### config.mk
export PLATFORM = sky130hd
export DESIGN_NAME = mul8_seq_ctrl
export DESIGN_NICKNAME = d
export VERILOG_FILES = /design/src/rtl/approx_mul_pkg.sv /design/src/rtl/mul8_seq_acc.sv /design/src/rtl/mul8_seq_ctrl.sv
export SDC_FILE = /design/constraint.sdc
export NUM_CORES = 1
export LEC_CHECK = 0
export CORE_ASPECT_RATIO = 0.5
export CORE_MARGIN = 4
export CORE_UTILIZATION = 25
export CTS_CLUSTER_DIAMETER = 50
export DETAILED_ROUTE_END_ITERATION = 7
export GPL_ROUTABILITY_DRIVEN = 1
export GPL_TIMING_DRIVEN = 0
export PLACE_DENSITY_LB_ADDON = 0.08
export SYNTH_ARGS = -nofsm -noshare
export SYNTH_HDL_FRONTEND = slang
export SYNTH_HIERARCHICAL = 1
export SYNTH_SLANG_ARGS = --single-unit
### constraint.sdc
create_clock -name clk -period 4.11 [get_ports clk]
set_input_delay 0.411 -clock clk [delete_from_list [all_inputs] [get_ports clk]]
set_output_delay 0.411 -clock clk [all_outputs]
set_load 0.02 [all_outputs]
### src/rtl/approx_mul_pkg.sv
// Shared types and constants for the sequenced 8x8 multiplier built from a 4x4 core.
package approx_mul_pkg;

    typedef enum logic [1:0] {
        IDLE = 2'd0,
        STEP = 2'd1,
        WAIT = 2'd2,
        DONE = 2'd3
    } state_t;

    localparam int         N_STEPS   = 4;
    localparam logic [1:0] LAST_STEP = 2'(N_STEPS - 1);

    // Partial-product weight for each step: aL*bL, aL*bH, aH*bL, aH*bH.
    localparam logic [3:0] SHIFT_TAB [N_STEPS] = '{4'd0, 4'd4, 4'd4, 4'd8};

    // Bit k set means step k feeds the high nibble of that operand to the core.
    localparam logic [N_STEPS-1:0] A_HI_SEL = 4'b1100;
    localparam logic [N_STEPS-1:0] B_HI_SEL = 4'b1010;

    function automatic logic [3:0] nib(input logic [7:0] v, input logic hi);
        return hi ? v[7:4] : v[3:0];
    endfunction

endpackage

### src/rtl/mul8_seq_acc.sv
// Shift-add accumulator: adds (addend << shift) into a 16-bit sum, carry-out sticks in ovf.
module mul8_seq_acc (
    input  logic        clk,
    input  logic        rst,
    input  logic        clr,
    input  logic        en,
    input  logic [7:0]  addend,
    input  logic [3:0]  shift,
    output logic [15:0] acc,
    output logic        ovf
);

    logic [16:0] sum;

    // Full 17-bit sum so the carry out of bit 15 is visible.
    always_comb begin
        sum = {1'b0, acc} + (17'(addend) << shift);
    end

    // Clear wins over accumulate; the two are never requested together by the sequencer.
    always_ff @(posedge clk or posedge rst) begin
        if (rst) begin
            acc <= '0;
            ovf <= 1'b0;
        end else if (clr) begin
            acc <= '0;
            ovf <= 1'b0;
        end else if (en) begin
            acc <= sum[15:0];
            ovf <= ovf | sum[16];
        end
    end

endmodule

### src/rtl/mul8_seq_ctrl.sv
// Sequencer that forms an 8x8 product from four passes through an external 4x4 core.
//
// Handshakes: a transfer happens on a rising edge where valid && ready are both high.
// in_ready does not depend on in_valid; out_valid, once high, stays high with r/ovf
// frozen until the edge where out_ready is also high.
module mul8_seq_ctrl
    import approx_mul_pkg::*;
#(
    parameter bit CORE_REG = 1'b0
) (
    input  logic        clk,
    input  logic        rst,
    input  logic        in_valid,
    output logic        in_ready,
    input  logic [7:0]  a,
    input  logic [7:0]  b,
    output logic [3:0]  core_a,
    output logic [3:0]  core_b,
    input  logic [7:0]  core_r,
    output logic        out_valid,
    input  logic        out_ready,
    output logic [15:0] r,
    output logic        ovf,
    output logic        busy,
    output state_t      dbg_state
);

    state_t     state;
    logic [1:0] k;
    logic [1:0] k_nxt;
    logic [7:0] a_q;
    logic [7:0] b_q;
    logic [7:0] core_r_q;
    logic [7:0] addend;
    logic       accept;
    logic       acc_en;

    assign in_ready  = !rst && (state == IDLE || (state == DONE && out_ready));
    assign accept    = in_valid && in_ready;
    assign k_nxt     = k + 2'd1;
    assign dbg_state = state;

    // Accumulate in the cycle the core product is valid: STEP when combinational, WAIT when captured.
    assign acc_en = CORE_REG ? (state == WAIT) : (state == STEP);
    assign addend = CORE_REG ? core_r_q : core_r;

    // Main sequencer: accept, walk the four nibble steps, then hold the result in DONE.
    always_ff @(posedge clk or posedge rst) begin
        if (rst) begin
            state     <= IDLE;
            k         <= '0;
            a_q       <= '0;
            b_q       <= '0;
            core_a    <= '0;
            core_b    <= '0;
            out_valid <= 1'b0;
            busy      <= 1'b0;
        end else if (accept) begin
            // Also covers DONE with out_ready: handoff and new operands in the same edge.
            state     <= STEP;
            k         <= '0;
            a_q       <= a;
            b_q       <= b;
            core_a    <= nib(a, A_HI_SEL[0]);
            core_b    <= nib(b, B_HI_SEL[0]);
            out_valid <= 1'b0;
            busy      <= 1'b1;
        end else begin
            case (state)
                STEP, WAIT: begin
                    if (state == STEP && CORE_REG) begin
                        state <= WAIT;
                    end else if (k == LAST_STEP) begin
                        state     <= DONE;
                        out_valid <= 1'b1;
                        busy      <= 1'b0;
                        core_a    <= '0;
                        core_b    <= '0;
                    end else begin
                        state  <= STEP;
                        k      <= k_nxt;
                        core_a <= nib(a_q, A_HI_SEL[k_nxt]);
                        core_b <= nib(b_q, B_HI_SEL[k_nxt]);
                    end
                end
                DONE: begin
                    if (out_ready) begin
                        state     <= IDLE;
                        out_valid <= 1'b0;
                    end
                end
                default: ;
            endcase
        end
    end

    // Capture the core product at the end of STEP for use in the following WAIT.
    always_ff @(posedge clk or posedge rst) begin
        if (rst) begin
            core_r_q <= '0;
        end else if (state == STEP) begin
            core_r_q <= core_r;
        end
    end

    mul8_seq_acc u_acc (
        .clk    (clk),
        .rst    (rst),
        .clr    (accept),
        .en     (acc_en),
        .addend (addend),
        .shift  (SHIFT_TAB[k]),
        .acc    (r),
        .ovf    (ovf)
    );

endmodule

# ---- Yosys cells after proc, flatten, opt, wreduce, memory -nomap -nowiden
# Cells that the tools add are included.
dict set report totals {
  inputBits 28
  ff_bits 47
  out_inout_bits 30
  wordCells 72
}
dict set report op_classes {
  muxes 33
  bitwise_logic 2
  n_reduce_logical 15
  magnitude_cmp 2
  shifts 1
  n_eq_ne 7
  addsub 2
}
# operator count
set ops {}
lappend ops {{2-to-1 mux 4 bit} 10}
lappend ops {{2-to-1 mux 16 bit} 2}
lappend ops {{adder 16 x 17 -> 17 bit} 1}
lappend ops {{<< shifter 8 x 4 -> 17 bit} 1}
lappend ops {{2-to-1 mux 2 bit} 6}
lappend ops {{2-to-1 mux 1 bit} 10}
lappend ops {{binary-select mux 4 bit (select 2 bit)} 1}
lappend ops {{== test 2 bit (second input constant)} 3}
lappend ops {{!= test 3 bit (second input constant)} 2}
lappend ops {{AND reduction 2 bit} 3}
lappend ops {{nonzero test 2 bit} 3}
lappend ops {{binary-select mux 1 bit (select 2 bit)} 2}
lappend ops {{one-hot mux 2 bit (2 select lines)} 1}
lappend ops {{greater-or-equal comparator 3 bit (second input constant)} 1}
lappend ops {{logical AND 1 bit} 3}
lappend ops {{less-than comparator 2 x 3 -> 1 bit (second input constant)} 1}
lappend ops {{NOT 2 -> 3 bit} 1}
lappend ops {{AND reduction 3 bit} 1}
lappend ops {{nonzero test 3 bit} 1}
lappend ops {{adder 2 x 1 -> 2 bit (second input constant)} 1}
lappend ops {{== test 2 x 1 -> 1 bit (second input constant)} 1}
lappend ops {{logical NOT 2 bit} 1}
lappend ops {{!= test 2 bit (second input constant)} 1}
lappend ops {{one-hot mux 1 bit (2 select lines)} 1}
lappend ops {{4 further kinds} 4}

# ---- Longest topological paths before layout
dict set report depth {
  depth_word 9
  depth_mapped 15
  depth_no_buf 13
}

# ---- By module
# The synthesis kept the hierarchy.
# mod seq_area_each_um2 cells_each area_each_um2 n_inst
set modules_own_cells {}
lappend modules_own_cells {mul8_seq_acc 425.4 227 1825.5 1}
lappend modules_own_cells {mul8_seq_ctrl 750.7 115 1437.6 1}

# ---- Least setup slack after synthesis
# Ideal clock, no wire load.
dict set report synth_timing {
  kind {flip-flop to flip-flop}
  from {register k[0]}
  to {register u_acc.acc[10]}
  setup_ps 143
  arrival_time_ps 3043
  required_time_ps 3967
  synth_period_minus_slack_ps 3186
  stages_incl_launch_ff 13
  path_buffers 2
  setup_slack_ps 924
  cell_sequence {dfrtp_1 > ha_1 > clkbuf_1 > clkbuf_1 > nor3b_1 > ha_1 > fa_1 > a21o_1 > a221oi_2 > nor2b_1 > a41oi_1 > xnor2_1 > o22ai_1}
}
dict set report synth_via {
  elab_chain_len 8
}
# item line_no
set synth_lines {}
lappend synth_lines {{start, declared} mul8_seq_ctrl.sv:29} ;# logic [1:0] k;
lappend synth_lines {{start signal, assigned} mul8_seq_ctrl.sv:81} ;# k <= k_nxt;
lappend synth_lines {{NOT 2 -> 3 bit (implied by the code)} mul8_seq_ctrl.sv:112} ;# .shift (SHIFT_TAB[k]),
lappend synth_lines {{binary-select mux 4 bit (select 2 bit)} mul8_seq_ctrl.sv:112}
lappend synth_lines {{2-to-1 mux 4 bit (implied by the code) (2 in a row)} mul8_seq_ctrl.sv:112}
lappend synth_lines {{<< shifter 8 x 4 -> 17 bit} mul8_seq_acc.sv:17} ;# sum = {1'b0, acc} + (17'(addend) << shift);
lappend synth_lines {{adder 16 x 17 -> 17 bit} mul8_seq_acc.sv:17}
lappend synth_lines {{2-to-1 mux 16 bit} mul8_seq_acc.sv:28} ;# end else if (en) begin
lappend synth_lines {{2-to-1 mux 16 bit} mul8_seq_acc.sv:25} ;# end else if (clr) begin
lappend synth_lines {{end signal, assigned} mul8_seq_acc.sv:29} ;# acc <= sum[15:0];
lappend synth_lines {{end, declared} mul8_seq_acc.sv:9} ;# output logic [15:0] acc,
# No other way between the ends. The select of a mux whose other input is x is not followed.
# A chain may end at the register's enable or synchronous reset.

# ---- Final worst setup path
dict set report layout_timing {
  from {register k[1]}
  to {register u_acc.acc[10]}
}
# The elaborated chain is that of the path after synthesis.

==> flow_summary.yaml <==
worst_setup_path:
  worstRegToRegCells: 12
  crit_cells: 12
  start_kind: "register"
  slowest_stage: "ha_1"
  worst_path_dominant_cell_family: "adder cells"
  timing_worst_setup_path_type: "reg2reg"
  rrSetupSlack_ns: 0.32
  path_cells: "ha_1 -> clkbuf_1 -> clkbuf_1 -> nor3b_1 -> ha_1 -> fa_1 -> a21o_1 -> a221oi_2 -> nor2b_1 -> a41oi_1 -> xnor2_1 -> o22ai_1"
  critical_path.max_stage_delay_ns: 0.43
  crit_path_max_fanout: 10
  cp_num_buf_inv: 2
  crit_arrival_ns: 3.94
  end_kind: "register"
  cp.required_ns: 4.26
floorplan:
  dieArea_sq_mm: 0.01506
  fp.coreArea_sq_mm: 0.01270
  fp-row-count: 29
  initial_core_util_pct: 25.69
  die_x_um: 169.6
  die_h_um: 88.79
  io_pins: 58
power:
  internal_power_mw: 2.247
  p_switching_mw: 1.941
  pwr-share-comb_pct: 69.4
  power.density_mw_per_mm2: 992.7
  p_sw_share_pct: 46.35
  p_clk_share_pct: 10.0
  p_leak_nw: 1.847
  ir_worst_vdd_mv: 0.2701
  power_frac_seq_pct: 20.6
route:
  routed_via_density: 4.729
  drt_wl_total_um: 8897
  avgRoutedWirePerCell_um: 15.29
  vias: 2752
  drt-initial-drc-count: 148
  antenna_left: 0
  drc: 0
  dr.pass1.iters: 4
status:
  status: "finished, final reports clean"
timing:
  fin_tns_setup_ns: 0
  relSlewSlack_pct: 20.50
  min_period_ns: 3.794
  fin_crit_sh_pct: 92.30
  rsz0062_at_grt: "false"
  max_freq_ghz: 0.2636
  tightest_slew_ns: 1.191
  slew_viol_final: 0
  fin_skew_ns: 0.003048
  setup_violations: 0
  hold_viol: 0
clocking:
  cts_tree: "yes"
  clk_pin_slew_worst_paths_ns: 0.07
  clk_latency_ns: 0.29
  ctsHoldBuffers: 0
  cts_buffers: 5
  cts-root-buf: "clkbuf_16"
  clk_path_buf_depth: 2
  numClockSinks: 47
  cts.repair.resized: 0
  post-cts-setup-buffer-count: 0
  h-tree-depth: 2
placed_design:
  gp_congestion: 0.8538
  hpwlAfterDp_um: 6876
  numPortBuffers: 57
worst_hold_path:
  hold-path-cell-count: 1
  worstHoldPathType: "reg2reg"
global_route:
  top_usage_layer: "met2"
  use_met2_pct: 20.69
  use_met1_pct: 17.04
  antenna_found_initial: 0
  overflow: 0
  grtUsageTotal_pct: 12.36
  grt_pass1_vias: 2856
  grt_first_pass_wirelength_um: 14860
  met3_usage_pct: 2.454
  grt_max_degree: 31
final_layout:
  fill_cells: 1334
  diodes: 0
  area_growth_pct: 29.29
  nets: 460
  fin_util_pct: 33.22
  drive_above_1_share_pct: 11.65
logic_synthesis:
  async_flop_share_pct: 100.0
  post_synth_inst_count: 342
  ys_warn_count: 6
  synth_flop_cell: "dfrtp_1"
  synth_edf_count: 0
  synthTopCellsByCount: "dfrtp_1 (47), nand2_1 (30), nor2_1 (26)"
  yosys.area.top_type: "dfrtp_1"
  synth_top_cell_area_share_pct: 36.04
  yosys.cell_count.top_type: "dfrtp_1"
  synth_seq_cells: 47
  synth_cell_types: 52
  ys_top_cells_by_area: "dfrtp_1 (36%), mux2_2 (7.9%), ha_1 (7.7%)"
  netlist_area_sq_mm: 0.003263
  avgSynthCellArea_sq_um: 9.541
  synth-seq-area-share_pct: 36.04
job:
  maxCapViolations: 0
==> power groups by stage <==
stage	Combinational [mW]	Clock [mW]	Sequential [mW]
detailed placement	2.89	0	0.882
CTS	2.92	0.442	0.873
floorplan	1.97	0	0.992
global placement	2.88	0	0.869
finish	2.90	0.420	0.863
global route	3.25	0.461	0.899
==> worst paths after layout <==
check	from	to
worst max-delay path	k[1]$_DFFE_PP0P_	u_acc/acc[10]$_DFFE_PP0P_
worst min-delay path	b_q[4]$_DFFE_PP0P_	b_q[4]$_DFFE_PP0P_
max in group asynchronous	rst	out_valid$_DFFE_PP0P_
worst min register to register	b_q[4]$_DFFE_PP0P_	b_q[4]$_DFFE_PP0P_
min in group asynchronous	rst	u_acc/acc[5]$_DFFE_PP0P_
worst max register to register	k[1]$_DFFE_PP0P_	u_acc/acc[10]$_DFFE_PP0P_
==> sequential cells by signal, summed over array words and instances, names as in the netlist, 2 cells and up <==
name / flops
u_acc/acc: 16
a_q: 8
b_q: 8
core_a: 4
core_b: 4
dbg_state: 2
k: 2
==> metrics by stage <==
step | cells | total power [mW] | hold WS (ns) | worst slack, ns | instance area, sq um
after global routing | 582 | 4.606 | 0.5186 | 0.0006750 | 4219
after detailed placement | 574 | 3.775 | 0.4808 | 0.3244 | 4065
after CTS | 582 | 4.232 | 0.4978 | 0.2528 | 4213
after floorplan | 347 | 2.959 | 0.3371 | 0.9240 | 3282
final | 582 | 4.188 | 0.4894 | 0.3163 | 4219
after global placement | 574 | 3.753 | 0.4660 | 0.3164 | 4065
==> final cells by class <==
type                       count  area [sq um]  area share [%]
clock buffer                   5         125.1           2.966
clock inverter                 3         22.52          0.5338
inverter                      19         71.32           1.690
timing repair buffer          57         570.5           13.52
buffer                        17         96.34           2.284
multi-input combinational    264          1944           46.09
tap                          170         212.7           5.042
sequential                    47          1176           27.88
==> metal layers <==
| layer | wire, um | part of all wire (%) |
|---|---|---|
| met2 | 3959 | 44 |
| met1 | 4550 | 51 |
| met3 | 330 | 3.7 |
| met4 | 57 | 0.64 |
| met5 | 0 | 0 |
==> layout by cell type (no fill, tap or decap), drive strengths merged, types with 2 or more instances in the layout <==
| master | count |
|---|---|
| clkdlybuf4s50 | 57 |
| dfrtp | 47 |
| nand2 | 30 |
| mux2 | 27 |
| nor2 | 26 |
| mux2i | 21 |
| ha | 20 |
| inv | 20 |
| o21ai | 19 |
| a21oi | 18 |
| clkbuf | 14 |
| o22ai | 13 |
| a21o | 8 |
| xnor2 | 8 |
| buf | 8 |
| nor2b | 6 |
| a211oi | 6 |
| conb | 6 |
| nand2b | 5 |
| nor3b | 5 |
| nand3b | 4 |
| and3 | 4 |
| xor2 | 3 |
| nor3 | 3 |
| a31oi | 3 |
| and2b | 2 |
| o21bai | 2 |
| o2111ai | 2 |
| o21a | 2 |
| nand4 | 2 |
| a31o | 2 |
| nand3 | 2 |
| clkinv | 2 |
| and4 | 2 |
| o31ai | 2 |
| a211o | 2 |
==> cells by family after synthesis <==
logic type / share of synthesized area [%]
AO/OA/AOI/OAI: 17.52
XOR/XNOR: 2.953
adder cells (fa/ha/maj): 8.282
buffers and inverters: 5.138
flip-flops: 36.04
multiplexers: 15.76
other: 0.1149
AND/OR/NAND/NOR: 14.19
Power figures use the tool's default switching activity.
